File: src/rtl/pokey_clk_en_gen.sv
// pokey_clk_en_gen: 1.79 MHz enp/enn strobes plus 64 kHz/15 kHz base-clock enables (POKEY_EXTCLK_EN selects external clock input)
module pokey_clk_en_gen #(
  parameter int ACC_W     = 24,
  parameter int PHASE_INC = 1201108,
  parameter int DIV64     = 28,
  parameter int DIV15     = 114
) (
  input  logic clk,
  input  logic reset,
  input  logic init,
`ifdef POKEY_EXTCLK_EN
  input  logic ext_clk179,
`endif
  output logic clk179,
  output logic enp,
  output logic enn,
  output logic en64,
  output logic en15
);
  logic [4:0] cnt64;
  logic [6:0] cnt15;
  logic       wrap64, wrap15;
`ifdef POKEY_EXTCLK_EN
  logic [2:0] sync;
  // two-flop synchronizer followed by a previous-sample flop for edge detection
  always_ff @(posedge clk or posedge reset)
    if (reset) sync <= '0;
    else sync <= {sync[1:0], ext_clk179};
  assign clk179 = sync[1];
  assign enp    = sync[1] & ~sync[2];
  assign enn    = ~sync[1] & sync[2];
`else
  logic [ACC_W-1:0] acc;
  logic [ACC_W:0]   sum;
  assign sum = {1'b0, acc} + (ACC_W+1)'(PHASE_INC);
  // accumulator carry flips the phase; the direction of the flip selects which strobe fires next cycle
  always_ff @(posedge clk or posedge reset)
    if (reset) begin
      acc    <= '0;
      clk179 <= 1'b0;
      enp    <= 1'b0;
      enn    <= 1'b0;
    end else begin
      acc    <= sum[ACC_W-1:0];
      clk179 <= clk179 ^ sum[ACC_W];
      enp    <= sum[ACC_W] & ~clk179;
      enn    <= sum[ACC_W] & clk179;
    end
`endif
  assign wrap64 = enn && cnt64 == 5'(DIV64 - 1);
  assign wrap15 = enn && cnt15 == 7'(DIV15 - 1);
  assign en64   = wrap64 & ~init;
  assign en15   = wrap15 & ~init;
  // base-clock dividers count enn pulses; init holds them at zero and wins over a wrap
  always_ff @(posedge clk or posedge reset)
    if (reset) begin
      cnt64 <= '0;
      cnt15 <= '0;
    end else begin
      cnt64 <= (init || wrap64) ? '0 : cnt64 + 5'(enn);
      cnt15 <= (init || wrap15) ? '0 : cnt15 + 7'(enn);
    end
endmodule

File: config.mk
export PLATFORM = sky130hd
export DESIGN_NAME = pokey_clk_en_gen
export DESIGN_NICKNAME = d
export VERILOG_FILES = /design/src/rtl/pokey_clk_en_gen.sv
export SDC_FILE = /design/constraint.sdc
export NUM_CORES = 1
export LEC_CHECK = 0
export CORE_MARGIN = 3
export CORE_UTILIZATION = 60
export CTS_CLUSTER_DIAMETER = 120
export DETAILED_ROUTE_END_ITERATION = 10
export DONT_BUFFER_PORTS = 1
export PLACE_DENSITY_LB_ADDON = 0.3
export SLEW_MARGIN = 10
export SYNTH_ARGS = -nofsm -noshare
export SYNTH_HDL_FRONTEND = slang
export SYNTH_SLANG_ARGS = --single-unit
File: constraint.sdc
create_clock -name clk -period 4.9 [get_ports clk]
set_clock_uncertainty 0.15 [all_clocks]
set_input_delay 0.98 -clock clk [delete_from_list [all_inputs] [get_ports clk]]
set_output_delay 0.98 -clock clk [all_outputs]
set_load 0.05 [all_outputs]
# Word-level counts from Yosys, hierarchy flattened
# Index checks and enable logic that the tools add are counted.
# totals
regBits	39
in_bits	3
out_inout_bits	5
elab_cells	24
# op_classes
addsub	3
eq_ne	2
n_mux	2
n_bitwise	7
n_reduce_logical	4
# ops
op	count
$add A24 B21 Y25 const B	1
$add A7 B1 Y7	1
$eq A7 B7 Y1 const B	1
$mux W7	1
$add A5 B1 Y5	1
$eq A5 B5 Y1 const B	1
$mux W5	1
$and A1 B1 Y1	4
$logic_and A1 B1 Y1	2
$logic_or A1 B1 Y1	2
$not A1 Y1	2
$xor A1 B1 Y1	1

# Longest topological paths before layout
# depth
ltp_word	4
mapped_depth	7
mapped_depth_nobuf	7

# Worst setup path before layout
# OpenSTA, ideal clock, no wires.
# synth_path
path_kind	input-to-output
startpoint	in init
endpoint	out en64
arrival_ps	2077
required_time_ps	3770
slack_ps	1693
path_stages	1
path_buffers	0
path_cell_list	nor3_1
# synth_via
elab_chain_len	2
# synth_lines
item	line	rtl
from (decl)	10	input logic init,
$not A1 Y1	52	assign en64 = wrap64 & ~init;
$and A1 B1 Y1	52	
to (decl)	17	output logic en64,
# No other way between the ends.

# Final worst setup path
# layout_path
startpoint	reg enn
endpoint	out en15
# layout_via
elab_chain_len	2
# layout_lines
item	line	rtl
from (decl)	16	output logic enn,
from (signal assigned)	47	enn <= sum[ACC_W] & clk179;
$logic_and A1 B1 Y1	51	assign wrap15 = enn && cnt15 == 7'(DIV15 - 1);
$and A1 B1 Y1	53	assign en15 = wrap15 & ~init;
to (decl)	18	output logic en15
# No other way between the ends.

==> metrics.txt <==
# TYPE chip_impl_metric gauge
chip_impl_info{name="outcome",value="completed"} 1
chip_impl_metric{name="post_synth_num_cell_types",unit=""} 32
chip_impl_info{name="highest-signal-layer",value="met4"} 1
chip_impl_info{name="timing_worst_setup_path_type",value="flip-flop to primary output"} 1
chip_impl_info{name="worstHoldPathType",value="flip-flop to flip-flop"} 1
chip_impl_info{name="synth_largest_area_cell",value="sky130_fd_sc_hd__dfrtp_1"} 1
chip_impl_metric{name="layout.nets",unit=""} 174
chip_impl_metric{name="m1WireLength",unit="mm"} 1.17
chip_impl_metric{name="synth.avg_cell_area",unit="um^2"} 10.8
chip_impl_metric{name="worst_pin_slew",unit="ns"} 0.878
chip_impl_metric{name="antenna_violations_before_repair",unit=""} 0
chip_impl_metric{name="gp_routability_congestion",unit=""} 0.898
chip_impl_metric{name="post-route-cell-area",unit="um^2"} 1840
chip_impl_metric{name="worst_skew_late_latency",unit="ns"} 0.34
chip_impl_metric{name="net_switching_power",unit="mW"} 0.109
chip_impl_info{name="root_buffer",value="sky130_fd_sc_hd__clkbuf_4"} 1
chip_impl_metric{name="wire_length_of_the_first_global_routing_pass",unit="mm"} 4.58
chip_impl_metric{name="synthesis.instances",unit=""} 156
chip_impl_metric{name="finalCoreUtilization",unit="%"} 71.6
chip_impl_metric{name="post_cts_hold_buffer_count",unit=""} 0
chip_impl_metric{name="via_count",unit=""} 1089
chip_impl_metric{name="grt_overflow",unit=""} 0
chip_impl_metric{name="placement.setup.worst_slack",unit="ns"} 2.02
chip_impl_metric{name="port_buffers",unit=""} 0
chip_impl_metric{name="detailed_route_wire_length",unit="mm"} 2.63
chip_impl_metric{name="met2_layer_wire_length_in_the_routed_design",unit="mm"} 1.30
chip_impl_metric{name="routedWlPerCell",unit="um"} 13.5
chip_impl_metric{name="layout-area-overhead-vs-synth",unit="%"} 9.13
chip_impl_metric{name="synthDominantCellAreaShare",unit="%"} 54.9
chip_impl_metric{name="hold_viol_final",unit=""} 0
chip_impl_metric{name="final.setup.tns",unit="ns"} 0
chip_impl_metric{name="postSynthRegisterBits",unit=""} 37
chip_impl_metric{name="floorplan.initialDensity",unit="%"} 65.6
chip_impl_metric{name="comb_power_share",unit="%"} 1.4
chip_impl_metric{name="intPower",unit="mW"} 0.467
chip_impl_info{name="synth.area.top_cells",value="sky130_fd_sc_hd__dfrtp_1 55%, sky130_fd_sc_hd__xnor2_1 8.8%, sky130_fd_sc_hd__nor2_1 5.3%"} 1
chip_impl_metric{name="slew_headroom",unit="%"} 41.3
chip_impl_metric{name="seq_area_frac_synth",unit="%"} 54.9
chip_impl_metric{name="drive_gt1_share",unit="%"} 8.48
chip_impl_metric{name="max-clock-path-buffers",unit=""} 2
chip_impl_metric{name="final_min_period_over_clock_period",unit="%"} 66.9
chip_impl_metric{name="total_clock_buffers_created_by_cts",unit=""} 5
chip_impl_metric{name="final_max_slew_viol_count",unit=""} 0
chip_impl_metric{name="drcViolationCount",unit=""} 0
chip_impl_metric{name="share_clk_of_total_power",unit="%"} 45.7
chip_impl_metric{name="power",unit="mW"} 0.576
chip_impl_metric{name="route.detailed.vias_per_inst",unit=""} 5.58
chip_impl_metric{name="p_leak",unit="nW"} 0.803
chip_impl_metric{name="number_of_filler_instances_in_the_final_layout",unit=""} 192
chip_impl_metric{name="vdd_drop_max",unit="mV"} 0.278
chip_impl_metric{name="power.switching_fraction",unit="%"} 19.0
chip_impl_info{name="critPathCaptureType",value="primary output"} 1
chip_impl_metric{name="die_x",unit="um"} 59
chip_impl_metric{name="post-cts-setup-buffers",unit=""} 0
chip_impl_metric{name="grt_pass1_vias",unit=""} 1130
chip_impl_metric{name="fmax",unit="MHz"} 305
chip_impl_metric{name="grt_util_all_layers",unit="%"} 17.9
chip_impl_metric{name="antenna_cells",unit=""} 0
chip_impl_metric{name="cts.clk_slew.worst_paths",unit="ns"} 0.12
chip_impl_metric{name="dpl.hpwl",unit="mm"} 1.93
chip_impl_metric{name="synth.net_count",unit=""} 166
chip_impl_metric{name="maximum_level_of_the_cts_h_tree",unit=""} 2
chip_impl_metric{name="grt_max_degree",unit=""} 38
chip_impl_metric{name="maxCapViolCount",unit=""} 0
chip_impl_metric{name="powerDensity",unit="nW/um^2"} 313
chip_impl_metric{name="dpl.cell_count",unit=""} 187
chip_impl_metric{name="core_area",unit="um^2"} 2570
chip_impl_metric{name="crit_required",unit="ns"} 3.77
chip_impl_metric{name="die-area",unit="um^2"} 3480
chip_impl_metric{name="postPlaceCellArea",unit="um^2"} 1730
chip_impl_metric{name="drtAntennaViolNets",unit=""} 0
chip_impl_metric{name="final.min_clock_period",unit="ns"} 3.28
chip_impl_metric{name="die_ht",unit="um"} 59
chip_impl_metric{name="worst_slack",unit="ns"} 1.62
chip_impl_metric{name="drt_iter0_markers",unit=""} 52
chip_impl_metric{name="drtPass1Iterations",unit=""} 4
chip_impl_info{name="rsz0062_at_grt",value="false"} 1
chip_impl_metric{name="fin_cells",unit=""} 195
chip_impl_metric{name="setup_viol_count_final",unit=""} 0
chip_impl_metric{name="worst-endpoint-arrival",unit="ns"} 2.15
chip_impl_metric{name="cts-resized-gates",unit=""} 0
chip_impl_metric{name="synthesis.yosys.warnings",unit=""} 0
chip_impl_metric{name="tritoncts_sink_count",unit=""} 37
chip_impl_metric{name="fin_worst_hold_slack",unit="ns"} 0.317
chip_impl_metric{name="wl_met3",unit="um"} 77
chip_impl_info{name="cts_tree",value="built"} 1
chip_impl_info{name="setup.worst_path.start_class",value="flip-flop"} 1
chip_impl_metric{name="row_count",unit=""} 18
chip_impl_metric{name="top_level_ports",unit=""} 8
chip_impl_metric{name="netlist_area",unit="um^2"} 1690
chip_impl_metric{name="worst-path-max-fanout",unit=""} 5
chip_impl_metric{name="seq_power_share",unit="%"} 52.9
routing by layer:
layer / vias to the layer above / GRT usage [%]
met5: - / 0
li1: 532 / -
met1: 532 / 20.5
met4: 0 / 10.7
met3: 9 / 3.92
met2: 16 / 30.4
worst max-delay path: stages, from the launching register on:
cell and delay (ns):
sky130_fd_sc_hd__dfrtp_1 0.71, sky130_fd_sc_hd__nor3b_1 0.25, sky130_fd_sc_hd__nand4_1 0.15, sky130_fd_sc_hd__nor2_1 0.69
logic make-up (layout without fill, tap and decap cells):
family | Yosys count | after routing | synth area share (%)
AOI/OAI and AO/OA | 19 | 19 | 7.50
xor gates and xnor gates | 27 | 27 | 14.0
adders and majority gates | 7 | 7 | 5.20
buffers and inverters | 8 | 17 | 1.86
DFF | 37 | 37 | 54.9
and+or+nand+nor | 58 | 58 | 16.5
final timing paths:
kind	slack [ns]	from	cells after the start	to
max in group asynchronous	3.82	reset	2	acc[7]
worst max-delay path	1.62	enn	3	en15
worst min-delay path	0.32	acc[2]	1	acc[2]
worst min register to register	0.32	acc[2]	1	acc[2]
min in group asynchronous	0.45	reset	2	cnt64[2]
worst max register to register	2.78	acc[2]	7	clk179
synth_stat cells, drive strengths merged:
cell and count:
nor2b 1, and3 1, nor4 1, nand2b 2
nor2 24, nand3 6, o21a 2, o2111ai 1
o21ai 3, or2 1, xor2 10, a31oi 2
nand2 14, a21boi 1, o31ai 1, dfrtp 37
o22ai 1, o41ai 1, inv 7, and2 2
or3 1, a21oi 6, nand4b 1, ha 7
o211ai 1, buf 1, xnor2 17, nor3 1
nand4 2, nor3b 1
sequential cells by signal, summed over array words and instances, names as in the netlist:
signal	count
acc	22
clk179	1
cnt15	7
cnt64	5
enn	1
enp	1
cell type report:
class	instances	area [um^2]	share of cell area (%)
Sequential cell	37	926	50.3
Clock buffer	5	37.5	2.04
Tap cell	30	37.5	2.04
Timing Repair Buffer	2	15.0	0.816
Clock inverter	3	68.8	3.74
Inverter	7	26.3	1.43
Multi-Input combinational cell	111	728	39.6
placed cells by master, fill, tap and decap left out, drive strengths merged, types with 3 or more instances in the layout:
cell type / instances
xor2: 10
inv: 8
nor2: 24
nand3: 6
a21oi: 6
o21ai: 3
nand2: 14
dfrtp: 37
xnor2: 17
ha: 7
clkbuf: 5
power groups by stage:
stage / Clock (mW) / Sequential (mW) / Combinational [mW]
2_1_floorplan: 0 / 0.311 / 0.00607
5_1_grt: 0.284 / 0.305 / 0.00932
3_5_place_dp: 0 / 0.311 / 0.00857
4_1_cts: 0.272 / 0.305 / 0.00852
3_3_place_gp: 0 / 0.311 / 0.00833
6_report: 0.263 / 0.305 / 0.00806
(Power assumes the default switching activity.)
